$ cat src/rtl/stoch_decode_mat.sv
// Matrix stochastic-to-binary decoder.
// Counts the ones on each row-major element stream over a window of
// 2^LOG_WIN clock cycles and presents all element counts together with a
// one-cycle valid strobe. One shared window counter sequences every element.
module stoch_decode_mat #(
    parameter int NUM_ROWS = 2,
    parameter int NUM_COLS = 2,
    parameter int LOG_WIN  = 8
) (
    input  logic                                      CLK,
    input  logic                                      nRST,
    input  logic                                      start,
    input  logic [NUM_ROWS*NUM_COLS-1:0]              Y,
    output logic [NUM_ROWS*NUM_COLS*(LOG_WIN+1)-1:0]  est,
    output logic                                      busy,
    output logic                                      valid
);

    localparam int N  = NUM_ROWS * NUM_COLS;
    localparam int CW = LOG_WIN + 1;

    // Terminal value of the window counter: the sample taken on this edge
    // is the last one of the window.
    localparam logic [LOG_WIN-1:0] WIN_LAST = '1;

    typedef enum logic {
        IDLE  = 1'b0,
        COUNT = 1'b1
    } state_t;

    state_t              state;
    logic [LOG_WIN-1:0]  win_cnt_p0;
    logic [CW-1:0]       acc_p0 [N];

    // Adds one stream bit to an element count. CW bits hold the all-ones
    // window total 2^LOG_WIN, so no saturation is required.
    function automatic logic [CW-1:0] acc_add(input logic [CW-1:0] a,
                                              input logic          b);
        return a + {{(CW-1){1'b0}}, b};
    endfunction

    // Window FSM: clears accumulators on start, accumulates for 2^LOG_WIN
    // edges, then publishes every element count with a one-cycle strobe.
    always_ff @(posedge CLK or negedge nRST) begin
        if (!nRST) begin
            state      <= IDLE;
            win_cnt_p0 <= '0;
            for (int e = 0; e < N; e++) begin
                acc_p0[e] <= '0;
            end
            est   <= '0;
            busy  <= 1'b0;
            valid <= 1'b0;
        end else begin
            valid <= 1'b0;
            case (state)
                IDLE: begin
                    // Y is deliberately not sampled on the accepting edge.
                    if (start) begin
                        for (int e = 0; e < N; e++) begin
                            acc_p0[e] <= '0;
                        end
                        win_cnt_p0 <= '0;
                        busy       <= 1'b1;
                        state      <= COUNT;
                    end
                end
                COUNT: begin
                    // ---- stage p0: per-element accumulation ----
                    for (int e = 0; e < N; e++) begin
                        acc_p0[e] <= acc_add(acc_p0[e], Y[e]);
                    end
                    win_cnt_p0 <= win_cnt_p0 + 1'b1;
                    // ---- stage p1: publish, folding in the final sample ----
                    if (win_cnt_p0 == WIN_LAST) begin
                        for (int e = 0; e < N; e++) begin
                            est[e*CW +: CW] <= acc_add(acc_p0[e], Y[e]);
                        end
                        valid <= 1'b1;
                        busy  <= 1'b0;
                        state <= IDLE;
                    end
                end
                default: state <= IDLE;
            endcase
        end
    end

endmodule

$ cat config.mk
export PLATFORM = sky130hd
export DESIGN_NAME = stoch_decode_mat
export DESIGN_NICKNAME = d
export VERILOG_FILES = /design/src/rtl/stoch_decode_mat.sv
export SDC_FILE = /design/constraint.sdc
export NUM_CORES = 1
export LEC_CHECK = 0
export BUFFER_PORTS_ARGS = -buffer_cell sky130_fd_sc_hd__buf_2
export CAP_MARGIN = 20
export CELL_PAD_IN_SITES_DETAIL_PLACEMENT = 1
export CELL_PAD_IN_SITES_GLOBAL_PLACEMENT = 2
export CORE_MARGIN = 4
export CORE_UTILIZATION = 34
export DETAILED_ROUTE_END_ITERATION = 7
export MAX_ROUTING_LAYER = met4
export PLACE_DENSITY = 0.75
export SLEW_MARGIN = 20
export SYNTH_ARGS = -nofsm -noshare
export SYNTH_HDL_FRONTEND = slang
export SYNTH_SLANG_ARGS = --single-unit
$ cat constraint.sdc
create_clock -name CLK -period 1.54 [get_ports CLK]
set_input_delay 0.231 -clock CLK [delete_from_list [all_inputs] [get_ports CLK]]
set_output_delay 0.231 -clock CLK [all_outputs]
set_load 0.03 [all_outputs]
==> results of run 1 <==
-- placed cells by master, fill, tap and decap left out, types with 4 or more instances in the layout --
cell type	count
nor3b_1	5
mux2i_1	9
o21ai_0	23
clkbuf_16	9
nand2_1	31
dfrtp_1	81
a21oi_1	34
and3_1	6
buf_4	31
nor2b_1	7
xnor2_1	17
ha_4	5
mux2_2	4
xor2_1	9
mux2_4	11
nand3_1	17
nand4_1	6
nand2b_1	11
a22o_1	4
buf_2	43
a21o_1	5
nor2_1	25
inv_1	5
buf_12	5
a31oi_1	10
clkbuf_1	4
-- logic make-up (layout without fill, tap and decap cells) --
family                     Yosys count  after routing  synth area share
AOI/OAI and AO/OA                   83             83            0.1199
xor gates and xnor gates            29             29           0.06422
DFF                                 83             83            0.5251
buffers and inverters               29            105           0.03701
and+or+nand+nor                    123            123            0.1598
adders and majority gates            9              9           0.02847
muxes                               24             24           0.06549
-- critical path, delay by kind of cell, from the launching register on --
family,cells,cell delay (ns)
adders and majority gates,1,0.17
buffers and inverters,2,0.30
DFF,1,0.40
muxes,1,0.33
and+or+nand+nor,2,0.23
-- final cells by class --
type / count / area [um^2]
well taps: 143 / 178.9
clock buffers: 14 / 254.0
clock inverters: 2 / 35.03
flip-flops and latches: 83 / 2079
fillers: 1272 / 6302
multi-input cells: 268 / 1927
repair buffers: 84 / 623.1
inverters: 5 / 18.77
-- power by group --
part / total, mW / leakage, nW / internal, mW / switching (mW)
sequential: 3.71 / 0.991 / 2.97 / 0.738
combinational: 3.60 / 1.17 / 1.61 / 1.99
clock: 2.17 / 0.141 / 1.30 / 0.863
-- timing repair --
action,4_1_cts,5_1_grt
gates cloned,1,0
hold buffers,1,0
endpoints found under the setup margin,25,36
pin swaps,1,2
buffers inserted,4,4
hold endpoints to repair,11,0
resized for setup,7,38
-- sequential cells by signal, indices dropped and copies added, names as in the netlist --
register,flops
est,36
state,1
win_cnt_p0,8
busy,1
valid,1
acc_p0,36
-- metal layers --
layer  share of wire  track usage  up-vias
met5               0            -        -
met4          0.0094      0.03790        0
met3           0.026      0.03708        6
met2            0.47       0.2451       36
met1            0.49       0.2092     1506
li1                -            -     1470
-- stage by stage --
stage / instances / setup WS (ns) / area [um^2] / total power, mW / util
floorplan: 380 / -0.004115 / 4006 / 5.854 / -
global placement: 573 / 0.01433 / 4551 / 6.835 / 0.3985
global route: 599 / -0.06019 / 5116 / 10.20 / 0.4481
detailed placement: 573 / -0.04070 / 4551 / 7.039 / 0.3985
CTS: 595 / 0.002957 / 4918 / 9.309 / 0.4307
finish: 599 / -0.005321 / 5116 / 9.477 / 0.4481
-- path summary, 6_finish.rpt --
check                              start  cells after the start  slack (ns)       endpoint
max                        win_cnt_p0[1]                      6      -0.005        est[29]
min reg2reg                win_cnt_p0[7]                      1        0.48  win_cnt_p0[7]
max in group asynchronous           nRST                      3        0.76      acc_p0[4]
min                                start                      2        0.27     acc_p0[19]
min in group asynchronous           nRST                      2        0.28     acc_p0[10]
max reg2reg                win_cnt_p0[1]                      6      -0.005        est[29]
==> results.ini, run 1 <==
[global_route]
grt_max_degree = 46
antenna_found_initial = 0
grt_pass1_wl_mm = 16.13
track_usage = 0.1574
grt_pass1_vias = 3157
grt_overflow = 0

[timing]
slew_headroom = 0.7415
rsz0062_at_grt = true
skew_ns = 0.006713
fin_setup_tns_ns = -0.005321
hold_violations = 0
tightest_slew_ns = 0.3863
fmax_ghz = 0.6471
finalCritPeriodShare = 1.003
period_needed_ns = 1.545
hold_slack_ns = 0.2694
fin_ws_ns = -0.005321
slew_viol_final = 0
setup-violations-final = 1

[critical_path]
crit_arrival_ns = 1.76
cp_slowest_cell = dfrtp_1
worst-setup-path-type = reg2reg
critPathRequiredTime_ns = 1.76
path_cells = ha_4 > nand3_4 > nor3_4 > buf_4 > buf_16 > mux2_2
max_stage_delay_ns = 0.40
crit_fanout = 11
endpoint_kind = flip-flop
worstSetupStartpointType = flip-flop

[detailed_routing]
first_pass_iters = 4
detail-route-antenna-nets = 0
drc = 0
finalWirelength_mm = 9.723
vias = 3018
via_per_inst = 5.038
drtIter0Drc = 105
wire_per_inst_um = 16.23

[clock_network]
clkLatencyLatePin_ns = 0.33
cts_buffer_depth = 2
ctsHtreeMaxLevel = 3
cts_sinks = 83
root_buffer = clkbuf_16
cts_tree = done
numCtsBuffers = 9
cts.reportedPaths.clkPinSlew_ns = 0.06

[die]
dieArea_um2 = 13420
initial_core_util = 0.3464
row_count = 39
floorplan.die.width_um = 115.9
ios = 45
core_area_um2 = 11420
die_h_um = 115.9

[pwr]
p_per_area_nw_per_um2 = 1852
total_leakage_power_nw = 2.298
irDropWorstVdd_mv = 0.9108

[run]
cap_violations = 0

[cells_and_area]
antenna_cells = 0
syn_to_final_growth_pct = 29.36
nNetsFinal = 467
drive_gt1_frac = 0.3004

[placed_design]
dpl.hpwl_mm = 6.514
port_buffers = 44
gp_congestion = 0.7573

[synth]
yosysTopAreaCellShare = 0.5252
synth_nets = 396
netlist_area_um2 = 3955
synth.area.top_cells = dfrtp_1 (53%), xnor2_1 (4.4%), a21oi_1 (4.3%)
synth-seq-cells = 83
yosysTopAreaCell = dfrtp_1
ys_top_cells_by_count = dfrtp_1 (83), a21oi_1 (34), nand2_1 (32)
synth_area_per_cell_um2 = 10.41
synthCells = 380
synth_cell_types = 35
synth_most_common_cell = dfrtp_1
synth_warnings = 0
async_reset_ff_frac = 1.000
synth_enable_flop_cells = 0
yosysSeqAreaShare = 0.5252
synth_ff_type = dfrtp_1

[worst_hold_path]
hp-class = in2reg

[status]
failed_checks = negative setup slack
status = complete, but fails checks

(Power assumes the default switching activity.)
==> inputs of run 2 (changes only) <==
--- a/config.mk
+++ b/config.mk
@@ -11,9 +11,11 @@
 export CELL_PAD_IN_SITES_GLOBAL_PLACEMENT = 2
 export CORE_MARGIN = 4
 export CORE_UTILIZATION = 34
+export CTS_CLUSTER_DIAMETER = 30
 export DETAILED_ROUTE_END_ITERATION = 7
 export MAX_ROUTING_LAYER = met4
 export PLACE_DENSITY = 0.75
+export SKIP_CTS_REPAIR_TIMING = 1
 export SLEW_MARGIN = 20
 export SYNTH_ARGS = -nofsm -noshare
 export SYNTH_HDL_FRONTEND = slang
==> run 2 against run 1 <==
Net effect:
- the run still ends with negative setup slack left
- flip-flop and latch count stayed put
- wire length shrank 3.8%
- die area unchanged
- core utilization shrank 1.0 points
- first-iteration DRC count grew 7.6%
- clock power about the same
- total power down 2.1%
- sequential power is essentially flat
- via count grew 0.60%
- maximum frequency is 0.12% lower
- sequential share of layout area is 0.94 points higher
- highest routed layer unchanged
==> results.ini, run 2 (synthesis results as in run 1) <==
[detailed_routing]
detail-route-antenna-nets = 0  ; unchanged
drtIter0Drc = 113  ; +7.6%
drc = 0  ; unchanged
first_pass_iters = 4  ; unchanged
wire_per_inst_um = 15.78  ; -2.8%
finalWirelength_mm = 9.356  ; -3.8%
via_per_inst = 5.120  ; +1.6%
vias = 3036  ; +0.60%

[timing]
rsz0062_at_grt = true
fmax_ghz = 0.6464  ; -0.12%
hold_slack_ns = 0.2712  ; +0.001795 ns
slew_viol_final = 0  ; unchanged
finalCritPeriodShare = 1.005  ; +0.001165
skew_ns = 0.005726  ; -0.0009869 ns
slew_headroom = 0.7474  ; +0.005832
period_needed_ns = 1.547  ; +0.001795 ns
setup-violations-final = 5  ; +4
fin_setup_tns_ns = -0.01780  ; -0.01248 ns
hold_violations = 0  ; unchanged
fin_ws_ns = -0.007116  ; -0.001795 ns
tightest_slew_ns = 0.3776  ; -0.008717 ns

[critical_path]
r2r_slack_ns = -0.007  ; about the same
worstSetupStartpointType = flip-flop
crit_end = est[9]
ff2ff_path_depth = 5  ; -1
crit_arrival_ns = 1.76  ; about the same
r2r-start = win_cnt_p0[1]
endpoint_kind = flip-flop
r2r-end = est[9]
worst-setup-path-type = reg2reg
crit_fanout = 22  ; +11
critPathRequiredTime_ns = 1.76  ; about the same
critPathLaunch = win_cnt_p0[1]

[global_route]
grt_pass1_vias = 3101  ; -1.8%
grt_pass1_wl_mm = 15.80  ; -2.0%
track_usage = 0.1536  ; -0.003863
antenna_found_initial = 0  ; unchanged
grt_overflow = 0  ; unchanged
grt_max_degree = 46  ; unchanged

[cells_and_area]
fin_area_um2 = 5001  ; -2.2%
reg_top3 = acc_p0 (36), est (36), win_cnt_p0 (8)
syn_to_final_growth_pct = 26.45
drive_gt1_frac = 0.2956  ; -0.004883
nFillCells = 1288  ; +1.3%
layout_commonest_cell = dfrtp_1
nNetsFinal = 461  ; -1.3%
antenna_cells = 0  ; unchanged
final_cell_mix = dfrtp_1 (81), buf_2 (43), a21oi_1 (34), nand2_1 (30), buf_4 (27)

[placed_design]
dpl.hpwl_mm = 6.514  ; unchanged
pre_cts_slack_ns = -0.04070  ; unchanged
gp_congestion = 0.7573  ; unchanged
dpl_cell_area_um2 = 4551  ; unchanged
port_buffers = 44  ; unchanged

[clock_network]
cts_buffer_depth = 2  ; unchanged
root_buffer = clkbuf_16
clkLatencyLatePin_ns = 0.34  ; about the same
cts_sinks = 83  ; unchanged
ctsHtreeMaxLevel = 3  ; unchanged
cts_tree = done
cts.reportedPaths.clkPinSlew_ns = 0.06  ; about the same
numCtsBuffers = 9  ; unchanged

[pwr]
p_per_area_nw_per_um2 = 1855  ; +0.17%
irDropWorstVdd_mv = 0.8044  ; -12%
total_leakage_power_nw = 2.247  ; -2.2%

[die]
initial_core_util = 0.3464  ; unchanged
core_area_um2 = 11420  ; unchanged
floorplan.die.width_um = 115.9  ; unchanged
ios = 45  ; unchanged
dieArea_um2 = 13420  ; unchanged
row_count = 39  ; unchanged
die_h_um = 115.9  ; unchanged

[run]
cap_violations = 0  ; unchanged

[status]
failed_checks = negative setup slack
status = complete, but fails checks

[worst_hold_path]
hp-class = in2async

## run 2: cell types whose count changed in the layout (fill, tap and decap cells not counted)
cell / delta
mux2_4: -10
buf_16: -1
nand2_2: +1
buf_4: -4
mux2_2: +10
buf_12: -1
xor2_2: +1
xor2_1: -1
nand2_1: -1
ha_2: +1
ha_4: -1
## run 2: power by group
group	switching, mW	total (mW)	internal (mW)
clock	0.851	2.15	1.30
sequential	0.725	3.70	2.97
combinational	1.94	3.43	1.49
## run 2: worst min-delay path by stage
stage / from / to / cells past startpoint
floorplan: nRST / acc_p0[0] / 0
global placement: nRST / est[33] / 1
detailed placement: nRST / est[33] / 1
CTS: nRST / acc_p0[10] / 1
global route: start / acc_p0[19] / 2
finish: nRST / acc_p0[10] / 2
## run 2: routing by layer
| metal | global-route usage | wire length, um | share of wire |
|---|---|---|---|
| met1 | 0.2038 | 4585 | 0.49 |
| met2 | 0.2382 | 4403 | 0.47 |
| met3 | 0.03708 | 295 | 0.032 |
| met4 | 0.03790 | 72 | 0.0077 |
| met5 | - | 0 | 0 |
## run 2: final cells by class
class                   count  area (um^2)  share of cell area
flip-flops and latches     83         2079              0.4158
multi-input cells         268         1889              0.3778
repair buffers             78        545.5              0.1091
clock buffers              14        254.0             0.05079
well taps                 143        178.9             0.03578
clock inverters             2        35.03            0.007005
inverters                   5        18.77            0.003753
## run 2: critical path, stage by stage, from the launching register on
cell,delay (ns)
dfrtp_1,0.39
ha_4,0.17
nand3_4,0.09
nor3_4,0.20
buf_12,0.21
mux2_2,0.35
## run 2: per-stage QoR
stage	power, mW	utilization	instances
final	9.279	0.4380	593
after global routing	10.01	0.4380	593
after CTS	9.248	0.4238	589
after global placement	6.835	0.3985	573
after detailed placement	7.039	0.3985	573
after floorplan	5.854	-	380
==> inputs of run 3 (changes only) <==
--- a/config.mk
+++ b/config.mk
@@ -15,6 +15,7 @@
 export DETAILED_ROUTE_END_ITERATION = 7
 export MAX_ROUTING_LAYER = met4
 export PLACE_DENSITY = 0.75
+export REMOVE_ABC_BUFFERS = 1
 export SKIP_CTS_REPAIR_TIMING = 1
 export SLEW_MARGIN = 20
 export SYNTH_ARGS = -nofsm -noshare
==> run 3 against run 2 <==
Net effect:
- final cell count increased by 1.0%
- worst hold slack got worse by 0.039 ns
- critical path type unchanged
- worst setup slack better by 0.0030 ns
- critical endpoint is now est[12]
- non-clock buffer count is 7 higher
- cell area is 1.3% higher
- clock power down 9%
- total power is 1.9% lower
- combinational power about the same
- clock skew increased by 0.0025 ns
- the flow still finishes with violations (negative setup slack)
- sequential power about the same
- count of clock-buffer cells in the layout decreased by 2
- core utilization up 0.57 points
==> results.ini, run 3 (synthesis results as in run 1) <==
[cells_and_area]
multi_input_area_um2 = 1896  ; +0.33%
syn_to_final_growth_pct = 28.09
drive_gt1_frac = 0.3004  ; +0.004883
register_area_um2 = 2078  ; about the same
layoutNonFillerInstCount = 599  ; +1.0%
fin_area_um2 = 5066  ; +1.3%
reg_top3 = acc_p0 (36), est (36), win_cnt_p0 (8)
nFillCells = 1308  ; +1.6%
nNetsFinal = 468  ; +1.5%
antenna_cells = 0  ; unchanged
fin_util = 0.4437  ; +0.005698
final_cell_mix = dfrtp_1 (82), buf_2 (43), nand2_1 (32), buf_4 (31), a21oi_1 (30)
layout_commonest_cell = dfrtp_1

[global_route]
grt_max_degree = 52  ; +13%
grt_pass1_vias = 3131  ; +0.97%
track_usage = 0.1497  ; -0.003930
antenna_found_initial = 0  ; unchanged
grt_pass1_wl_mm = 15.53  ; -1.7%
grt_overflow = 0  ; unchanged

[critical_path]
worstSetupStartpointType = flip-flop
critPathRequiredTime_ns = 1.76  ; about the same
crit_arrival_ns = 1.76  ; about the same
ff2ff_path_depth = 6  ; +1
crit_fanout = 5  ; -77%
endpoint_kind = flip-flop
worst-setup-path-type = reg2reg

[pwr]
p_seq_frac = 0.410  ; +0.012
irDropWorstVdd_mv = 0.6799  ; -15%
total_leakage_power_nw = 2.276  ; +1.3%
p_sw_mw = 3.503  ; -0.44%
p_clk_frac = 0.216  ; -0.016
swShare = 0.3848  ; +0.005604
cellInternalPower_mw = 5.601  ; -2.8%
p_per_area_nw_per_um2 = 1797  ; -3.2%
combPwrFrac = 0.375  ; +0.005

[placed_design]
pre_cts_slack_ns = -0.08955  ; -0.04884 ns
dp.cells = 574  ; +0.17%
port_buffers = 44  ; unchanged
gp_congestion = 0.7188  ; -5.1%
dpl_cell_area_um2 = 4501  ; -1.1%
dpl.hpwl_mm = 6.106  ; -6.3%

[detailed_routing]
drc = 0  ; unchanged
detail-route-antenna-nets = 0  ; unchanged
via_per_inst = 5.083  ; -0.71%
wire_per_inst_um = 15.79  ; +0.11%
first_pass_iters = 4  ; unchanged
finalWirelength_mm = 9.461  ; +1.1%
vias = 3045  ; +0.30%
drtIter0Drc = 131  ; +16%

[timing]
finalCritPeriodShare = 1.003  ; -0.001962
fmax_ghz = 0.6476  ; +0.20%
slew_viol_final = 0  ; unchanged
period_needed_ns = 1.544  ; -0.003021 ns
skew_ns = 0.008254  ; +0.002527 ns
hold_violations = 0  ; unchanged
hold_slack_ns = 0.2323  ; -0.03891 ns
rsz0062_at_grt = true
tightest_slew_ns = 0.5160  ; +0.1385 ns
fin_ws_ns = -0.004094  ; +0.003021 ns
setup-violations-final = 1  ; -4
slew_headroom = 0.6560  ; -0.09140

[die]
ios = 45  ; unchanged
core_area_um2 = 11420  ; unchanged
initial_core_util = 0.3464  ; unchanged
die_h_um = 115.9  ; unchanged
floorplan.die.width_um = 115.9  ; unchanged
row_count = 39  ; unchanged
dieArea_um2 = 13420  ; unchanged

[clock_network]
cts_tree = done
clkLatencyLatePin_ns = 0.33  ; about the same
cts_buffer_depth = 2  ; unchanged
ctsHtreeMaxLevel = 3  ; unchanged
cts.reportedPaths.clkPinSlew_ns = 0.06  ; about the same
root_buffer = clkbuf_16
cts_sinks = 83  ; unchanged
numCtsBuffers = 9  ; unchanged

[status]
status = complete, but fails checks
failed_checks = negative setup slack

[worst_hold_path]
hp-class = in2reg
hold_depth = 2

[run]
cap_violations = 0  ; unchanged

==> run 3: worst paths after layout <==
path / startpoint / end / slack, ns
min in group asynchronous: nRST / acc_p0[9] / 0.36
max: win_cnt_p0[0] / est[12] / -0.004
max in group asynchronous: nRST / win_cnt_p0[3] / 0.55
max reg2reg: win_cnt_p0[0] / est[12] / -0.004
min reg2reg: win_cnt_p0[7] / win_cnt_p0[7] / 0.48
min: start / acc_p0[19] / 0.23
==> run 3: metrics by stage <==
| step | total power, mW | TNS [ns] |
|---|---|---|
| after global placement | 6.725 | -0.1373 |
| after floorplan | 5.719 | -100.03 |
| after global routing | 9.788 | -0.6442 |
| after CTS | 8.880 | -2.586 |
| final | 9.104 | -0.004094 |
| after detailed placement | 6.860 | -1.812 |
==> run 3: layout make-up <==
class | count | share of cell area
tap | 143 | 0.03532
sequential | 83 | 0.4102
timing repair buffer | 85 | 0.1250
multi-input combinational | 268 | 0.3742
clock buffer | 12 | 0.04865
inverter | 5 | 0.003705
clock inverter | 3 | 0.002964
==> run 3: worst max-delay path, cell delays in order, from the launching register on <==
cell and delay [ns]:
dfrtp_1 0.40, ha_4 0.17, nand3_4 0.08, nor3_4 0.16
buf_12 0.15, clkbuf_16 0.15, mux2_2 0.32
==> run 3: metal layers <==
metal  track usage  vias up  routed length, um
li1              -     1463                  -
met1        0.1943     1536               4307
met2        0.2355       39               4722
met3       0.03551        7                339
met4       0.04099        0                 91
met5             -        -                  0
==> run 3: power by group through the flow <==
stage	sequential, mW	combinational, mW	clock, mW
after floorplan	4.29	1.43	0
after global placement	3.64	3.09	0
after detailed placement	3.68	3.18	0
after CTS	3.66	3.20	2.02
after global routing	3.87	3.79	2.12
final	3.73	3.41	1.96
